<file path="src/rtl/mod_updown_counter_if.sv">
// Control/status bundle for mod_updown_counter: the master drives the controls,
// and the counter (slave) returns its count and flags.
interface mod_updown_counter_if #(
    parameter int WIDTH = 4
);
    logic             clear;
    logic             load;
    logic [WIDTH-1:0] load_val;
    logic             en;
    logic             up;
    logic [WIDTH-1:0] q;
    logic             tc;
    logic             wrap;
    logic             ovf;

    modport master (
        output clear, load, load_val, en, up,
        input  q, tc, wrap, ovf
    );

    modport slave (
        input  clear, load, load_val, en, up,
        output q, tc, wrap, ovf
    );
endinterface

</file>
<file path="src/rtl/mod_updown_counter.sv">
// Synchronous up/down counter with a programmable modulus, clamped parallel load,
// synchronous clear, and optional saturation at the range ends.
module mod_updown_counter #(
    parameter int     WIDTH    = 4,
    parameter longint MODULUS  = 16,
    parameter bit     SATURATE = 1'b0
) (
    input  logic                     clk,
    input  logic                     reset,
    mod_updown_counter_if.slave      bus
);
    // One extra bit so that MODULUS = 2^WIDTH can be represented in the compares
    localparam int             CW      = WIDTH + 1;
    localparam logic [CW-1:0]  MOD_EXT = CW'(MODULUS);
    localparam logic [CW-1:0]  MOD_M1  = CW'(MODULUS - 1);
    localparam logic [WIDTH-1:0] TOP   = MOD_M1[WIDTH-1:0];

    logic [WIDTH-1:0] r_q;
    logic             r_wrap;
    logic             r_ovf;

    logic [WIDTH-1:0] w_q_nxt;
    logic             w_wrap_nxt;
    logic             w_ovf_nxt;
    logic             w_at_top;
    logic             w_at_bot;
    logic [WIDTH-1:0] w_load_clamped;

    assign w_at_top = ({1'b0, r_q} == MOD_M1);
    assign w_at_bot = (r_q == '0);
    assign w_load_clamped = ({1'b0, bus.load_val} < MOD_EXT) ? bus.load_val : TOP;

    always_comb begin
        w_q_nxt    = r_q;
        w_wrap_nxt = 1'b0;
        w_ovf_nxt  = r_ovf;
        if (bus.clear) begin
            w_q_nxt   = '0;
            w_ovf_nxt = 1'b0;
        end else if (bus.load) begin
            w_q_nxt   = w_load_clamped;
            w_ovf_nxt = 1'b0;
        end else if (bus.en) begin
            if (bus.up) begin
                if (w_at_top) begin
                    w_ovf_nxt = 1'b1;
                    if (!SATURATE) begin
                        w_q_nxt    = '0;
                        w_wrap_nxt = 1'b1;
                    end
                end else begin
                    w_q_nxt = r_q + WIDTH'(1);
                end
            end else begin
                if (w_at_bot) begin
                    w_ovf_nxt = 1'b1;
                    if (!SATURATE) begin
                        w_q_nxt    = TOP;
                        w_wrap_nxt = 1'b1;
                    end
                end else begin
                    w_q_nxt = r_q - WIDTH'(1);
                end
            end
        end
    end

    always_ff @(posedge clk or negedge reset) begin
        if (!reset) begin
            r_q    <= '0;
            r_wrap <= 1'b0;
            r_ovf  <= 1'b0;
        end else begin
            r_q    <= w_q_nxt;
            r_wrap <= w_wrap_nxt;
            r_ovf  <= w_ovf_nxt;
        end
    end

    // Terminal count is combinational so a cascaded stage sees it on the same edge
    assign bus.tc   = bus.en & ((bus.up & w_at_top) | (~bus.up & w_at_bot));
    assign bus.q    = r_q;
    assign bus.wrap = r_wrap;
    assign bus.ovf  = r_ovf;
endmodule

</file>
<file path="src/flat_wrapper.sv">
// flat-port wrapper written by rule: the top's interface ports become plain ports
module mod_updown_counter_flat 
#(
    parameter int     WIDTH    = 4,
    parameter longint MODULUS  = 16,
    parameter bit     SATURATE = 1'b0
)
  (clk, reset, bus_clear, bus_load, bus_load_val, bus_en, bus_up, bus_q, bus_tc, bus_wrap, bus_ovf);
  mod_updown_counter_if #(.WIDTH(WIDTH)) bus_i ();
  input  logic clk;
  input  logic reset;
  input wire logic [$bits(bus_i.clear)-1:0] bus_clear;
  input wire logic [$bits(bus_i.load)-1:0] bus_load;
  input wire logic [$bits(bus_i.load_val)-1:0] bus_load_val;
  input wire logic [$bits(bus_i.en)-1:0] bus_en;
  input wire logic [$bits(bus_i.up)-1:0] bus_up;
  output wire logic [$bits(bus_i.q)-1:0] bus_q;
  output wire logic [$bits(bus_i.tc)-1:0] bus_tc;
  output wire logic [$bits(bus_i.wrap)-1:0] bus_wrap;
  output wire logic [$bits(bus_i.ovf)-1:0] bus_ovf;
  assign bus_i.clear = bus_clear;
  assign bus_i.load = bus_load;
  assign bus_i.load_val = bus_load_val;
  assign bus_i.en = bus_en;
  assign bus_i.up = bus_up;
  assign bus_q = bus_i.q;
  assign bus_tc = bus_i.tc;
  assign bus_wrap = bus_i.wrap;
  assign bus_ovf = bus_i.ovf;
  mod_updown_counter #(.WIDTH(WIDTH), .MODULUS(MODULUS), .SATURATE(SATURATE)) u_core (.clk(clk), .reset(reset), .bus(bus_i));
endmodule
</file>
<file path="config.mk">
export PLATFORM = sky130hd
export DESIGN_NAME = mod_updown_counter_flat
export DESIGN_NICKNAME = d
export VERILOG_FILES = /design/src/rtl/mod_updown_counter_if.sv /design/src/rtl/mod_updown_counter.sv /design/src/flat_wrapper.sv
export SDC_FILE = /design/constraint.sdc
export NUM_CORES = 1
export LEC_CHECK = 0
export BUFFER_PORTS_ARGS = -buffer_cell sky130_fd_sc_hd__buf_4
export CORE_AREA = 5 5 42 44
export DETAILED_ROUTE_END_ITERATION = 10
export DIE_AREA = 0 0 47 49
export GPL_ROUTABILITY_DRIVEN = 0
export PLACE_DENSITY = 0.7
export SYNTH_ARGS = -nofsm -noshare
export SYNTH_HDL_FRONTEND = slang
export SYNTH_SLANG_ARGS = --single-unit
export TNS_END_PERCENT = 5
</file>
<file path="constraint.sdc">
create_clock -name clk -period 2.8 [get_ports clk]
set_input_delay 0.14 -clock clk [delete_from_list [all_inputs] [get_ports clk]]
set_output_delay 0.14 -clock clk [all_outputs]
set_load 0.02 [all_outputs]
</file>
==> flow_summary.yaml <==
global_routing:
  grt_max_degree: 11
  grt_use_total_pct: 11.32
  grt-ovfl-total: 0
  grt_pass1_wl_microns: 1876
  antenna_found_initial: 0
  grt_pass1_vias: 397
clock_network:
  post-cts-setup-buffers: 0
  clock_latency_ps: 240
  cts_root_buf: "clkbuf_4"
  htree_levels: 1
  clock_path_buffers: 2
  cts_buffers: 3
  cts_hold_buf: 1
  clk_pin_slew_ps: 40
  cts_resized: 0
  cts_tree: "built"
  cts_sinks: 6
timing:
  worst_pin_slew_ps: 317.4
  final_hold_viol_count: 0
  finalSetupViolCount: 0
  max_freq_ghz: 0.5050
  grt_setup_unrepaired: "false"
  drv_slew: 0
  post-route-min-period_ps: 1980
  finalCritPeriodShare_pct: 70.72
  fin_worst_skew_ps: 0.2795
  finalSetupTns_ps: 0
  hold_slack_ps: 105.6
  slew_headroom_pct: 78.84
route:
  via_per_inst: 5.337
  routed_wl_microns: 1079
  num_vias: 443
  remaining_drc_errors: 0
  ant_nets: 0
  drtIter0Drc: 13
  first_pass_iters: 4
  routedWlPerCell_microns: 13.00
hold_path:
  hold_class: "in -> reg"
  min_path_cells: 2
  min_to: "u_core.bus.q[2]$_DFFE_PN0P_"
  hp-start: "bus_clear"
power_and_ir_drop:
  switching_share_pct: 30.67
  pwr_density_cell_mw_per_mm2: 429.2
  internal-power_mw: 0.1794
  peakVddDrop_uv: 192.2
  power_frac_comb_pct: 29.3
  p_clk_share_pct: 30.6
  switchingPower_mw: 0.07940
  seqPwrFrac_pct: 40.1
  power.total_mw: 0.2588
  p_leak_nw: 0.2910
synthesis:
  synth_top_family_by_area: "compound AO/OA/AOI/OAI gates"
  ys_seq_area_share_pct: 32.97
  synthMuxAreaShare_pct: 4.670
  ys_types: 28
  synth_compound_area_share_pct: 23.08
  synth_fp_nets: 63
  synth_adder_area_share_pct: 5.495
  yosys.area_share.simple_pct: 21.15
  yosysWarningCount: 0
  synth_area_per_cell_sq_um: 8.930
  syn_inst: 51
  netlist_area_sq_um: 455.4
  synth_xor_xnor_area_share_pct: 3.846
  synth-seq-cells: 6
layout:
  antenna_cells: 0
  drive_above_1_share_pct: 35.82
  final_cell_mix: "buf_4 (16), dfrtp_1 (6)"
  mostFrequentLayoutCell: "buf_4"
  final_cell_area_sq_um: 603.1
  area_growth_pct: 32.42
  final_nets: 81
  finish.utilization_pct: 43.04
critical_path:
  cp_top_family: "simple AND/OR/NAND/NOR gates"
  r2r_slack_ps: 1060
  regToRegStartpoint: "u_core.bus.q[0]$_DFFE_PN0P_"
  path_buf_inv: 2
  start_kind: "register"
  cp_slowest_stage_delay_ps: 480
  required_ps: 2660
  r2r_end: "u_core.bus.q[0]$_DFFE_PN0P_"
  cp.arrival_ps: 1840
  slowest_stage: "or4b_4"
  r2r_cells: 6
  cp-end-kind: "primary output"
  crit_chain: "inv_1 -> ha_1 -> or4b_4 -> a21boi_2 -> buf_4"
  criticalPathCategory: "reg -> out"
  path_depth: 5
  crit_path_max_fanout: 10
floorplanning:
  die_h_microns: 49
  io_pins: 17
  dieWidth_microns: 47
  start_util_pct: 32.50
  dieArea_sq_mm: 0.002303
  rows: 14
  core_area_sq_mm: 0.001401
placement:
  placed_area_sq_um: 570.5
  port_buffers: 16
run_status:
  outcome: "finished clean"
run:
  maxCapViolations: 0
-- power by group through the flow --
stage / Combinational [mW] / Sequential (mW) / Clock (mW)
4_1_cts: 0.0761 / 0.104 / 0.0830
6_report: 0.0757 / 0.104 / 0.0792
5_1_grt: 0.0831 / 0.105 / 0.0923
2_1_floorplan: 0.0456 / 0.106 / 0
3_3_place_gp: 0.0734 / 0.105 / 0
3_5_place_dp: 0.0744 / 0.105 / 0
-- state kept, by name, indices dropped and copies added (netlist names) --
register         cells
u_core.bus.ovf       1
u_core.bus.q         4
u_core.bus.wrap      1
-- stage by stage --
stage,std cells,setup slack (ps)
2_1_floorplan,51,893.2
3_3_place_gp,79,1117
3_5_place_dp,79,1083
4_1_cts,83,817.5
5_1_grt,83,722.2
6_report,83,819.9
-- per-layer routing --
layer | routed length [microns] | track usage (%)
met1 | 490 | 15.63
met2 | 511 | 14.93
met3 | 63 | 2.214
met4 | 13 | 8.295
met5 | 0 | 0
-- synth_stat cells --
| cell type | count | area share, % |
|---|---|---|
| o21ba_2 | 1 | 2.2 |
| or3b_1 | 1 | 1.9 |
| inv_1 | 4 | 3.3 |
| buf_2 | 2 | 2.2 |
| mux2_2 | 1 | 2.5 |
| a21oi_1 | 4 | 4.4 |
| buf_6 | 1 | 2.5 |
| nand2_1 | 4 | 3.3 |
| nor3b_1 | 1 | 1.6 |
| ha_1 | 2 | 5.5 |
| o31ai_1 | 1 | 1.6 |
| a31oi_1 | 3 | 4.1 |
| nand3b_1 | 1 | 1.6 |
| o41ai_1 | 1 | 1.9 |
| a41oi_1 | 1 | 1.9 |
| nor3_1 | 2 | 2.2 |
| a211oi_1 | 1 | 1.6 |
| dfrtp_1 | 6 | 33 |
| a21o_1 | 1 | 1.6 |
| nand4_1 | 1 | 1.4 |
| clkbuf_1 | 1 | 0.82 |
| or4b_4 | 1 | 3.0 |
| nor3b_2 | 1 | 2.7 |
| a21boi_2 | 1 | 2.5 |
| o21ai_0 | 1 | 1.1 |
| mux2i_1 | 1 | 2.2 |
| xor2_1 | 2 | 3.8 |
| nor2_1 | 4 | 3.3 |
-- final cells by class --
class | instances | area (sq um)
inverter | 4 | 15.01
multi-input combinational | 37 | 265.3
sequential | 6 | 150.1
timing repair buffer | 17 | 130.1
clock buffer | 3 | 22.52
fill | 151 | 798.3
tap | 16 | 20.02
-- worst max-delay path by stage --
| stage | end | slack (ps) | startpoint |
|---|---|---|---|
| finish | bus_tc | 820 | u_core.bus.q[0]$_DFFE_PN0P_ |
| global route | bus_tc | 720 | u_core.bus.q[0]$_DFFE_PN0P_ |
| CTS | bus_tc | 820 | u_core.bus.q[0]$_DFFE_PN0P_ |
| detailed placement | u_core.bus.q[0]$_DFFE_PN0P_ | 1080 | u_core.bus.q[0]$_DFFE_PN0P_ |
| global placement | bus_tc | 1120 | u_core.bus.q[0]$_DFFE_PN0P_ |
| floorplan | u_core.bus.wrap$_DFF_PN0_ | 890 | u_core.bus.q[0]$_DFFE_PN0P_ |
-- cells by family after synthesis --
kind of cell             after synthesis
XOR/XNOR                               2
AND/OR/NAND/NOR                       16
multiplexers                           2
flip-flops                             6
adder cells (fa/ha/maj)                2
buffers and inverters                  8
AO/OA/AOI/OAI                         15
No activity file was read; power rests on OpenSTA's default activity.
